**config.mk**
```make
export PLATFORM = sky130hd
export DESIGN_NAME = imem_loader
export DESIGN_NICKNAME = d
export VERILOG_FILES = /design/src/rtl/imem_loader.sv
export SDC_FILE = /design/constraint.sdc
export NUM_CORES = 1
export LEC_CHECK = 0
export ABC_AREA = 1
export CAP_MARGIN = 30
export CELL_PAD_IN_SITES_DETAIL_PLACEMENT = 1
export CELL_PAD_IN_SITES_GLOBAL_PLACEMENT = 1
export CORE_ASPECT_RATIO = 0.8
export CORE_MARGIN = 3
export CORE_UTILIZATION = 41
export CTS_CLUSTER_SIZE = 16
export DETAILED_ROUTE_END_ITERATION = 12
export PLACE_DENSITY_LB_ADDON = 0.1
export SYNTH_ARGS = -nofsm -noshare
export SYNTH_HDL_FRONTEND = slang
export SYNTH_SLANG_ARGS = --single-unit
export TNS_END_PERCENT = 50
```
**constraint.sdc**
```tcl
create_clock -name clock -period 1.7 [get_ports clock]
set_clock_uncertainty 0.1 [all_clocks]
set_input_delay 0.255 -clock clock [delete_from_list [all_inputs] [get_ports clock]]
set_output_delay 0.255 -clock clock [all_outputs]
set_load 0.02 [all_outputs]
```
**src/rtl/imem_loader.sv**
```systemverilog
// Framed byte-stream loader into imem (H0 H1, 4*N MSB-first data bytes, XOR checksum); CPU held in reset until verified.
// All outputs registered, 5 cycles per word minimum; in_ready low in IDLE/WRITE/DONE, in_valid stalls hold all state.
module imem_loader #(
  parameter logic [11:0] BASE_ADDR = 12'd0
) (
  input  logic        clock,
  input  logic        reset,
  input  logic        start,
  input  logic [7:0]  in_data,
  input  logic        in_valid,
  output logic        in_ready,
  output logic [11:0] imem_address,
  output logic [31:0] imem_data,
  output logic        imem_wren,
  output logic        cpu_reset_hold,
  output logic        done,
  output logic        error
);

  typedef enum logic [2:0] {
    S_IDLE,
    S_HDR_HI,
    S_HDR_LO,
    S_DATA,
    S_WRITE,
    S_CHECK,
    S_DONE
  } state_t;

  state_t      state;
  logic [7:0]  csum;
  logic [3:0]  n_hi;
  logic [11:0] words_left;
  logic [1:0]  byte_cnt;
  logic        xfer;
  logic        csum_bad;
  logic [11:0] n_words;

  assign xfer     = in_valid && in_ready;
  assign csum_bad = (in_data != csum);
  assign n_words  = {n_hi, in_data};

  always_ff @(posedge clock or negedge reset) begin
    if (!reset) begin
      state          <= S_IDLE;
      in_ready       <= 1'b0;
      imem_wren      <= 1'b0;
      imem_address   <= BASE_ADDR;
      imem_data      <= 32'd0;
      cpu_reset_hold <= 1'b1;
      done           <= 1'b0;
      error          <= 1'b0;
      csum           <= 8'd0;
      n_hi           <= 4'd0;
      words_left     <= 12'd0;
      byte_cnt       <= 2'd0;
    end else begin
      imem_wren <= 1'b0;
      case (state)
        S_IDLE, S_DONE: begin
          if (start) begin
            state          <= S_HDR_HI;
            in_ready       <= 1'b1;
            done           <= 1'b0;
            error          <= 1'b0;
            cpu_reset_hold <= 1'b1;
            csum           <= 8'd0;
            imem_address   <= BASE_ADDR;
          end
        end
        S_HDR_HI: begin
          if (xfer) begin
            n_hi  <= in_data[3:0];
            csum  <= csum ^ in_data;
            state <= S_HDR_LO;
          end
        end
        S_HDR_LO: begin
          if (xfer) begin
            words_left <= n_words;
            csum       <= csum ^ in_data;
            byte_cnt   <= 2'd0;
            state      <= (n_words != 12'd0) ? S_DATA : S_CHECK;
          end
        end
        S_DATA: begin
          if (xfer) begin
            imem_data <= {imem_data[23:0], in_data};
            csum      <= csum ^ in_data;
            byte_cnt  <= byte_cnt + 2'd1;
            if (byte_cnt == 2'd3) begin
              state     <= S_WRITE;
              in_ready  <= 1'b0;
              imem_wren <= 1'b1;
            end
          end
        end
        S_WRITE: begin
          // address wraps silently at 4095
          imem_address <= imem_address + 12'd1;
          words_left   <= words_left - 12'd1;
          in_ready     <= 1'b1;
          state        <= (words_left == 12'd1) ? S_CHECK : S_DATA;
        end
        S_CHECK: begin
          if (xfer) begin
            error          <= csum_bad;
            cpu_reset_hold <= csum_bad;
            done           <= 1'b1;
            in_ready       <= 1'b0;
            state          <= S_DONE;
          end
        end
        default: begin
          state    <= S_IDLE;
          in_ready <= 1'b0;
        end
      endcase
    end
  end

endmodule

```
After elaboration in Yosys (flattened, before gate mapping)

Cells that the tools add are included.

Memories: 0
Latch bits: 0
Memory bits (read-only): 0
Register bits: 78
RAM bits: 0
Word-level logic and storage cells: 86

Muxes and demuxes: 33
Magnitude comparators: 0
Equality and inequality tests: 16
Multipliers: 0
Bitwise logic cells: 2
Div/mod/pow operators: 0
Reduce and logical (&&, ||, !) cells: 20
Shift-type cells: 0
Add/sub/neg operators: 3

Operator list:

| kind                    | number |
|---|---|
| $pmux W12 S2            | 2 |
| $mux W12                | 2 |
| $mux W3                 | 8 |
| $pmux W3 S6             | 1 |
| $mux W8                 | 2 |
| $pmux W8 S2             | 1 |
| $add A12 B1 Y12 const B | 1 |
| $eq A12 B1 Y1 const B   | 1 |
| $ne A2 B2 Y1 const B    | 6 |
| $reduce_bool A12 Y1     | 1 |
| $sub A12 B1 Y12 const B | 1 |
| $mux W1                 | 10 |
| $reduce_bool A2 Y1      | 5 |
| $eq A3 B3 Y1 const B    | 3 |
| $reduce_and A3 Y1       | 3 |
| $ne A8 B8 Y1            | 1 |
| $reduce_and A2 Y1       | 4 |
| $xor A8 B8 Y8           | 1 |
| $eq A3 B2 Y1 const B    | 2 |
| $pmux W1 S2             | 3 |
| $reduce_and A6 Y1       | 1 |
| $pmux W1 S5             | 1 |
| $reduce_and A5 Y1       | 1 |
| $mux W2                 | 2 |
| other kinds (10)        | 11 |

Longest topological paths before layout

Gate-level depths: netlist of run 1.

Word-level depth: 4
Depth in mapped cells: 10
Mapped depth without buffers: 10

Least setup slack after synthesis of run 1

Ideal clock, no wire load.

Kind: reg2reg
Start: reg in_ready
End: reg imem_data[10]
Stages on the path, launching flop included: 6
Required time: 1.475 ns
Arrival: 1.369 ns
Slack: 0.106 ns
Clock period less this slack: 1.594 ns
Path buffers: 1
Path through: dfrtp_1 nand2_1 inv_1 nand2_4 buf_6 mux2_4

Longest elaborated chain between the ends: 2

Ends and longest elaborated chain:

| element                     | RTL line | source |
|---|---|---|
| start, declared             | 11       | `output logic in_ready,` |
| start signal, assigned      | 46       | `in_ready <= 1'b0;` |
| start signal, assigned      | 63       | `in_ready <= 1'b1;` |
| start signal, assigned      | 93       | `in_ready <= 1'b0;` |
| $logic_and A1 B1 Y1         | 39       | `assign xfer = in_valid && in_ready;` |
| $reduce_and A2 Y1 (no line) | n/a      |  |
| end signal, assigned        | 88       | `imem_data <= {imem_data[23:0], in_data};` |
| end, declared               | 13       | `output logic [31:0] imem_data,` |

No other way between the ends.
A chain may end at the register's enable or synchronous reset.

Final worst setup path of run 1

Start: reg imem_data[8]
End: out imem_data[8]

No word-level cell between the ends.

==> impl_metrics.env, run 1 <==
export IMPL_status="completed"
export IMPL_nets=551
export IMPL_cpPeakStageDelay_ns=0.61
export IMPL_antenna_diode_count=0
export IMPL_grt_pass1_wl_um=18300
export IMPL_required_ns=1.34
export IMPL_finalCriticalPeriod_ns=1.67
export IMPL_critPathKind="reg -> out"
export IMPL_final_hold_viol_count=0
export IMPL_gp_congestion=0.834
export IMPL_die_h_um=93.5
export IMPL_drv_cap=0
export IMPL_dp_hpwl_um=7950
export IMPL_end_kind="output port"
export IMPL_cts_sinks=78
export IMPL_arrival_ns=1.31
export IMPL_antenna_found_initial=0
export IMPL_power_mw=8.97
export IMPL_cts_tree="yes"
export IMPL_port_buffers=60
export IMPL_clockBufferDepth=2
export IMPL_drt_total_wl_um=10600
export IMPL_post_route_cell_area_um2=5170
export IMPL_netlist_area_um2=3920
export IMPL_ant_nets=0
export IMPL_critPathMaxFanout=3
export IMPL_stdcell_count=655
export IMPL_pin_count=61
export IMPL_place_inst=638
export IMPL_cts_root_buffer="clkbuf_16"
export IMPL_synth_nets=461
export IMPL_placed_cell_area_um2=4830
export IMPL_slew_headroom_pct=73.0
export IMPL_yosysTopAreaCell="dfrtp_1"
export IMPL_grt_busiest_layer="met2"
export IMPL_met1_usage_pct=30.5
export IMPL_setup_viol=0
export IMPL_num_rows=31
export IMPL_cts_max_level=3
export IMPL_slowest_stage="clkdlybuf4s50_1"
export IMPL_p_leak_nw=2.92
export IMPL_hold_worst_slack_ns=0.291
export IMPL_syn2layout_area_growth_pct=31.9
export IMPL_grt_use_total_pct=21.6
export IMPL_clk_latency_ns=0.34
export IMPL_p_per_area_nw_per_um2=1730
export IMPL_start_util_pct=42.7
export IMPL_critPathBufInv=1
export IMPL_synth_avg_cell_area_um2=8.81
export IMPL_irDropWorstVdd_mv=0.933
export IMPL_viasPerCell=5.11
export IMPL_ys_ff_latch=78
export IMPL_vias=3346
export IMPL_final_cell_mix="128 x nand2_1, 74 x dfrtp_1, 41 x o21ai_0, 40 x nor2_1, 34 x inv_1"
export IMPL_cts_buffers=9
export IMPL_hold_class="in -> async"
export IMPL_dr_pass1_iters=4
export IMPL_ys_warn_count=0
export IMPL_tightestPinTransition_ns=0.405
export IMPL_grt_max_degree=29
export IMPL_drtIter0Drc=136
export IMPL_seq_area_frac_synth_pct=49.8
export IMPL_synth_cell_types=34
export IMPL_clk_pin_slew_ns=0.06
export IMPL_syn_inst=445
export IMPL_use_met2_pct=33.8
export IMPL_post_route_period_util_pct=98.0
export IMPL_drive_gt1_share_pct=18.5
export IMPL_worstPathCellList="clkdlybuf4s50_1"
export IMPL_use_met3_pct=5.50
export IMPL_drv_slew=0
export IMPL_fp_dieW_um=115
export IMPL_synthTopCellsByArea="dfrtp_1 49%, nand2_1 12%, mux2_4 8.0%"
export IMPL_grt_pass1_vias=3581
export IMPL_grt_overflow=0
export IMPL_yosysTopAreaCellShare_pct=49.1
export IMPL_wl_per_cell_um=16.2
export IMPL_core_area_um2=9190
export IMPL_layout_cells_most_common="nand2_1"
export IMPL_clock_fmax_mhz=600
export IMPL_drc=0
export IMPL_rsz0062_at_grt="false"
export IMPL_die_area_um2=10800
export IMPL_crit_path_start_kind="flip-flop"
export IMPL_critPathTopFamily="buffers and inverters"
[final cells by class]
class                      instances  area (um^2)
clock buffer                      10          239
fill                            1073         4020
timing repair buffer              86          847
multi-input combinational        317         1750
inverter                          43          165
sequential                        78         1960
clock inverter                     6         70.1
tap                              115          144
[per-layer routing]
layer / vias to the layer above / wire, um
li1: 1619 / -
met1: 1667 / 5180
met2: 47 / 4960
met3: 13 / 370
met4: 0 / 105
met5: - / 0
[final timing paths]
check                      depth (start not counted)         start              to  slack (ns)
min in group clock                                 2          done            done        0.38
max                                                1  imem_data[8]    imem_data[8]        0.03
max in group asynchronous                          3         reset  cpu_reset_hold        0.64
max reg2reg                                        6      in_ready        state[1]        0.10
min                                                2         reset   imem_data[26]        0.29
min reg2reg                                        2          done            done        0.38
[report_power, final]
| part | internal [mW] | switching [mW] | total, mW |
|---|---|---|---|
| Combinational | 1.62 | 2.24 | 3.86 |
| Sequential | 2.53 | 0.584 | 3.11 |
| Clock | 1.18 | 0.809 | 1.99 |
| Total | 5.33 | 3.63 | 8.97 |
[Yosys cell counts]
| library cell | number |
|---|---|
| nand2_1 | 128 |
| dfrtp_1 | 77 |
| nor2_1 | 43 |
| o21ai_0 | 43 |
| inv_1 | 36 |
| mux2_4 | 21 |
| nand3_1 | 18 |
| a21oi_1 | 13 |
| xnor2_1 | 9 |
| nand2_2 | 8 |
| inv_2 | 5 |
| buf_6 | 4 |
| ha_1 | 4 |
| nand4_1 | 4 |
| nor2_4 | 4 |
| nor2_2 | 3 |
| nor3_1 | 3 |
| mux2_2 | 2 |
| o211ai_1 | 2 |
| o21ai_1 | 2 |
| o21ai_2 | 2 |
| o22ai_1 | 2 |
| buf_2 | 1 |
| buf_4 | 1 |
| clkbuf_1 | 1 |
| clkinv_2 | 1 |
| dfstp_2 | 1 |
| inv_4 | 1 |
| nand2_4 | 1 |
| nand3_2 | 1 |
| nand3b_1 | 1 |
| o21bai_1 | 1 |
| o221ai_1 | 1 |
| xor2_1 | 1 |
[state kept, by name, indices dropped and copies added, names as in the netlist]
register	cells
byte_cnt	2
imem_data	32
cpu_reset_hold	1
imem_wren	1
csum	8
n_hi	4
state	3
error	1
words_left	12
done	1
imem_address	12
in_ready	1
[cell families after synthesis]
group	Yosys count	share of synthesized area (%)
adders and majority gates	4	1.28
and+or+nand+nor	214	23.3
AOI/OAI and AO/OA	66	8.97
muxes	23	8.62
xor gates and xnor gates	10	2.23
DFF	78	49.8
buffers and inverters	50	5.78
[what timing repair did]
item,CTS,global route
gates resized for setup,28,28
endpoints found under the hold margin,24,0
endpoints found under the setup margin,28,43
hold buffers,1,0
buffers inserted,0,0
[stage by stage]
step	setup WS (ns)	utilization (%)	TNS, ns
3_3_place_gp	-0.296	52.5	-5.93
3_5_place_dp	-0.349	52.5	-6.72
5_1_grt	0.000241	56.3	0
2_1_floorplan	0.106	-	0
4_1_cts	0.000669	55.6	0
6_report	0.0334	56.3	0
[worst register-to-register path, delay by kind of cell, from the launching register on]
| family | cells | cell delay (ns) |
|---|---|---|
| and+or+nand+nor | 3 | 0.33 |
| buffers and inverters | 1 | 0.15 |
| AOI/OAI and AO/OA | 2 | 0.52 |
| DFF | 1 | 0.39 |
Power figures use the tool's default switching activity.
==> run 2: changes to the inputs <==
--- a/config.mk
+++ b/config.mk
@@ -15,6 +15,7 @@
 export CTS_CLUSTER_SIZE = 16
 export DETAILED_ROUTE_END_ITERATION = 12
 export PLACE_DENSITY_LB_ADDON = 0.1
+export SKIP_CTS_REPAIR_TIMING = 1
 export SYNTH_ARGS = -nofsm -noshare
 export SYNTH_HDL_FRONTEND = slang
 export SYNTH_SLANG_ARGS = --single-unit
==> run 2 against run 1 <==
  * Clock-buffer cell count is the same
  * Flip-flop and latch count is the same
  * Global-route usage is essentially flat
  * Cell count is the same
  * Routed wire length grew 1.9%
  * Sequential share of layout area shrank 0.73 points
  * Register-to-register slack gained 0.02 ns
  * Highest routed layer unchanged
==> impl_metrics.env, run 2 (synthesized netlist as in run 1, its figures left out) <==
export IMPL_post_route_util_pct=57.4
export IMPL_hold_worst_slack_ns=0.286
export IMPL_port_buffers=60
export IMPL_clk_latency_ns=0.34
export IMPL_post_route_period_util_pct=98.4
export IMPL_cpPeakStageDelay_ns=0.61
export IMPL_tns_ns=0
export IMPL_drc=0
export IMPL_slew_headroom_pct=72.9
export IMPL_pin_count=61
export IMPL_cts_buffers=9
export IMPL_drt_total_wl_um=10800
export IMPL_dr_pass1_iters=4
export IMPL_syn2layout_area_growth_pct=34.5
export IMPL_cts_root_buffer="clkbuf_16"
export IMPL_die_area_um2=10800
export IMPL_grt_max_degree=29
export IMPL_num_rows=31
export IMPL_reg_top3="imem_data: 32 flops, imem_address: 12 flops, words_left: 12 flops"
export IMPL_critPathKind="reg -> out"
export IMPL_cts_sinks=78
export IMPL_setup_viol=0
export IMPL_vias=3370
export IMPL_p_per_area_nw_per_um2=1720
export IMPL_setup_ws_ns=0.0275
export IMPL_finalCriticalPeriod_ns=1.67
export IMPL_dp_hpwl_um=7950
export IMPL_irDropWorstVdd_mv=0.942
export IMPL_grt_overflow=0
export IMPL_grt_use_total_pct=21.6
export IMPL_start_util_pct=42.7
export IMPL_critPathTopFamily="buffers and inverters"
export IMPL_antenna_found_initial=0
export IMPL_ant_nets=0
export IMPL_layout_cells_most_common="nand2_1"
export IMPL_hold_class="in -> async"
export IMPL_post_route_cell_area_um2=5270
export IMPL_core_area_um2=9190
export IMPL_arrival_ns=1.32
export IMPL_nets=551
export IMPL_drv_cap=0
export IMPL_crit_path_start_kind="flip-flop"
export IMPL_tightestPinTransition_ns=0.407
export IMPL_fp_dieW_um=115
export IMPL_status="completed"
export IMPL_cts_tree="yes"
export IMPL_final_hold_viol_count=0
export IMPL_stdcell_count=655
export IMPL_grt_pass1_vias=3568
export IMPL_drv_slew=0
export IMPL_pre_cts_ws_ns=-0.349
export IMPL_required_ns=1.34
export IMPL_final_cell_mix="128 x nand2_1, 74 x dfrtp_1, 46 x dlymetal6s2s_1, 41 x o21ai_0, 40 x nor2_1"
export IMPL_clock_fmax_mhz=598
export IMPL_p_leak_nw=3.24
export IMPL_worstPathCellList="clkdlybuf4s50_1"
export IMPL_largest_reg_flops=32
export IMPL_drtIter0Drc=139
export IMPL_placed_cell_area_um2=4830
export IMPL_power_mw=9.07
export IMPL_place_inst=638
export IMPL_grt_pass1_wl_um=18300
export IMPL_wl_per_cell_um=16.5
export IMPL_top_register="imem_data"
export IMPL_critPathMaxFanout=3
export IMPL_antenna_diode_count=0
export IMPL_clk_pin_slew_ns=0.06
export IMPL_viasPerCell=5.15
export IMPL_die_h_um=93.5
export IMPL_cts_max_level=3
export IMPL_clockBufferDepth=2
export IMPL_slowest_stage="clkdlybuf4s50_1"
export IMPL_critPathBufInv=1
export IMPL_end_kind="output port"
export IMPL_gp_congestion=0.834
export IMPL_drive_gt1_share_pct=18.5
[run 2: cell types whose count changed in the layout (fill, tap and decap cells not counted), sizes merged]
cell and delta:
dlymetal6s2s +27, dlygate4sd2 -27
[run 2: metal layers]
| layer | share of wire (%) | global-route usage, % | vias up |
|---|---|---|---|
| li1 | - | - | 1617 |
| met1 | 48 | 30.4 | 1680 |
| met2 | 47 | 33.7 | 62 |
| met3 | 4.2 | 5.50 | 11 |
| met4 | 0.90 | 4.20 | 0 |
| met5 | 0 | 0 | - |
[run 2: worst register-to-register path, cell delays in order, from the launching register on]
cell and delay (ns):
dfrtp_1 0.39, nand2_1 0.09, buf_4 0.15, o21ai_0 0.33, nand2_2 0.15, o21ai_0 0.19, nand2_1 0.07
[run 2: final timing paths]
check / to / startpoint / depth (start not counted) / slack (ns)
hold / removal: imem_data[26] / reset / 2 / 0.29
setup / recovery: imem_data[8] / imem_data[8] / 1 / 0.03
hold reg to reg: done / done / 2 / 0.38
setup reg to reg: state[1] / in_ready / 6 / 0.12
max in group asynchronous: cpu_reset_hold / reset / 3 / 0.64
min in group clock: done / done / 2 / 0.38
[run 2: final cells by class]
type | count | area (um^2)
Tap cell | 115 | 144
Timing Repair Buffer | 86 | 948
Inverter | 43 | 165
Sequential cell | 78 | 1960
Multi-Input combinational cell | 317 | 1750
Clock inverter | 6 | 70.1
Clock buffer | 10 | 239
Fill cell | 1063 | 3920
[run 2: report_power, final]
part	leakage, nW	internal, mW	switching, mW	total [mW]
sequential	1.01	2.53	0.591	3.12
combinational	2.08	1.71	2.24	3.96
clock	0.141	1.18	0.809	1.99
total	3.24	5.43	3.64	9.07
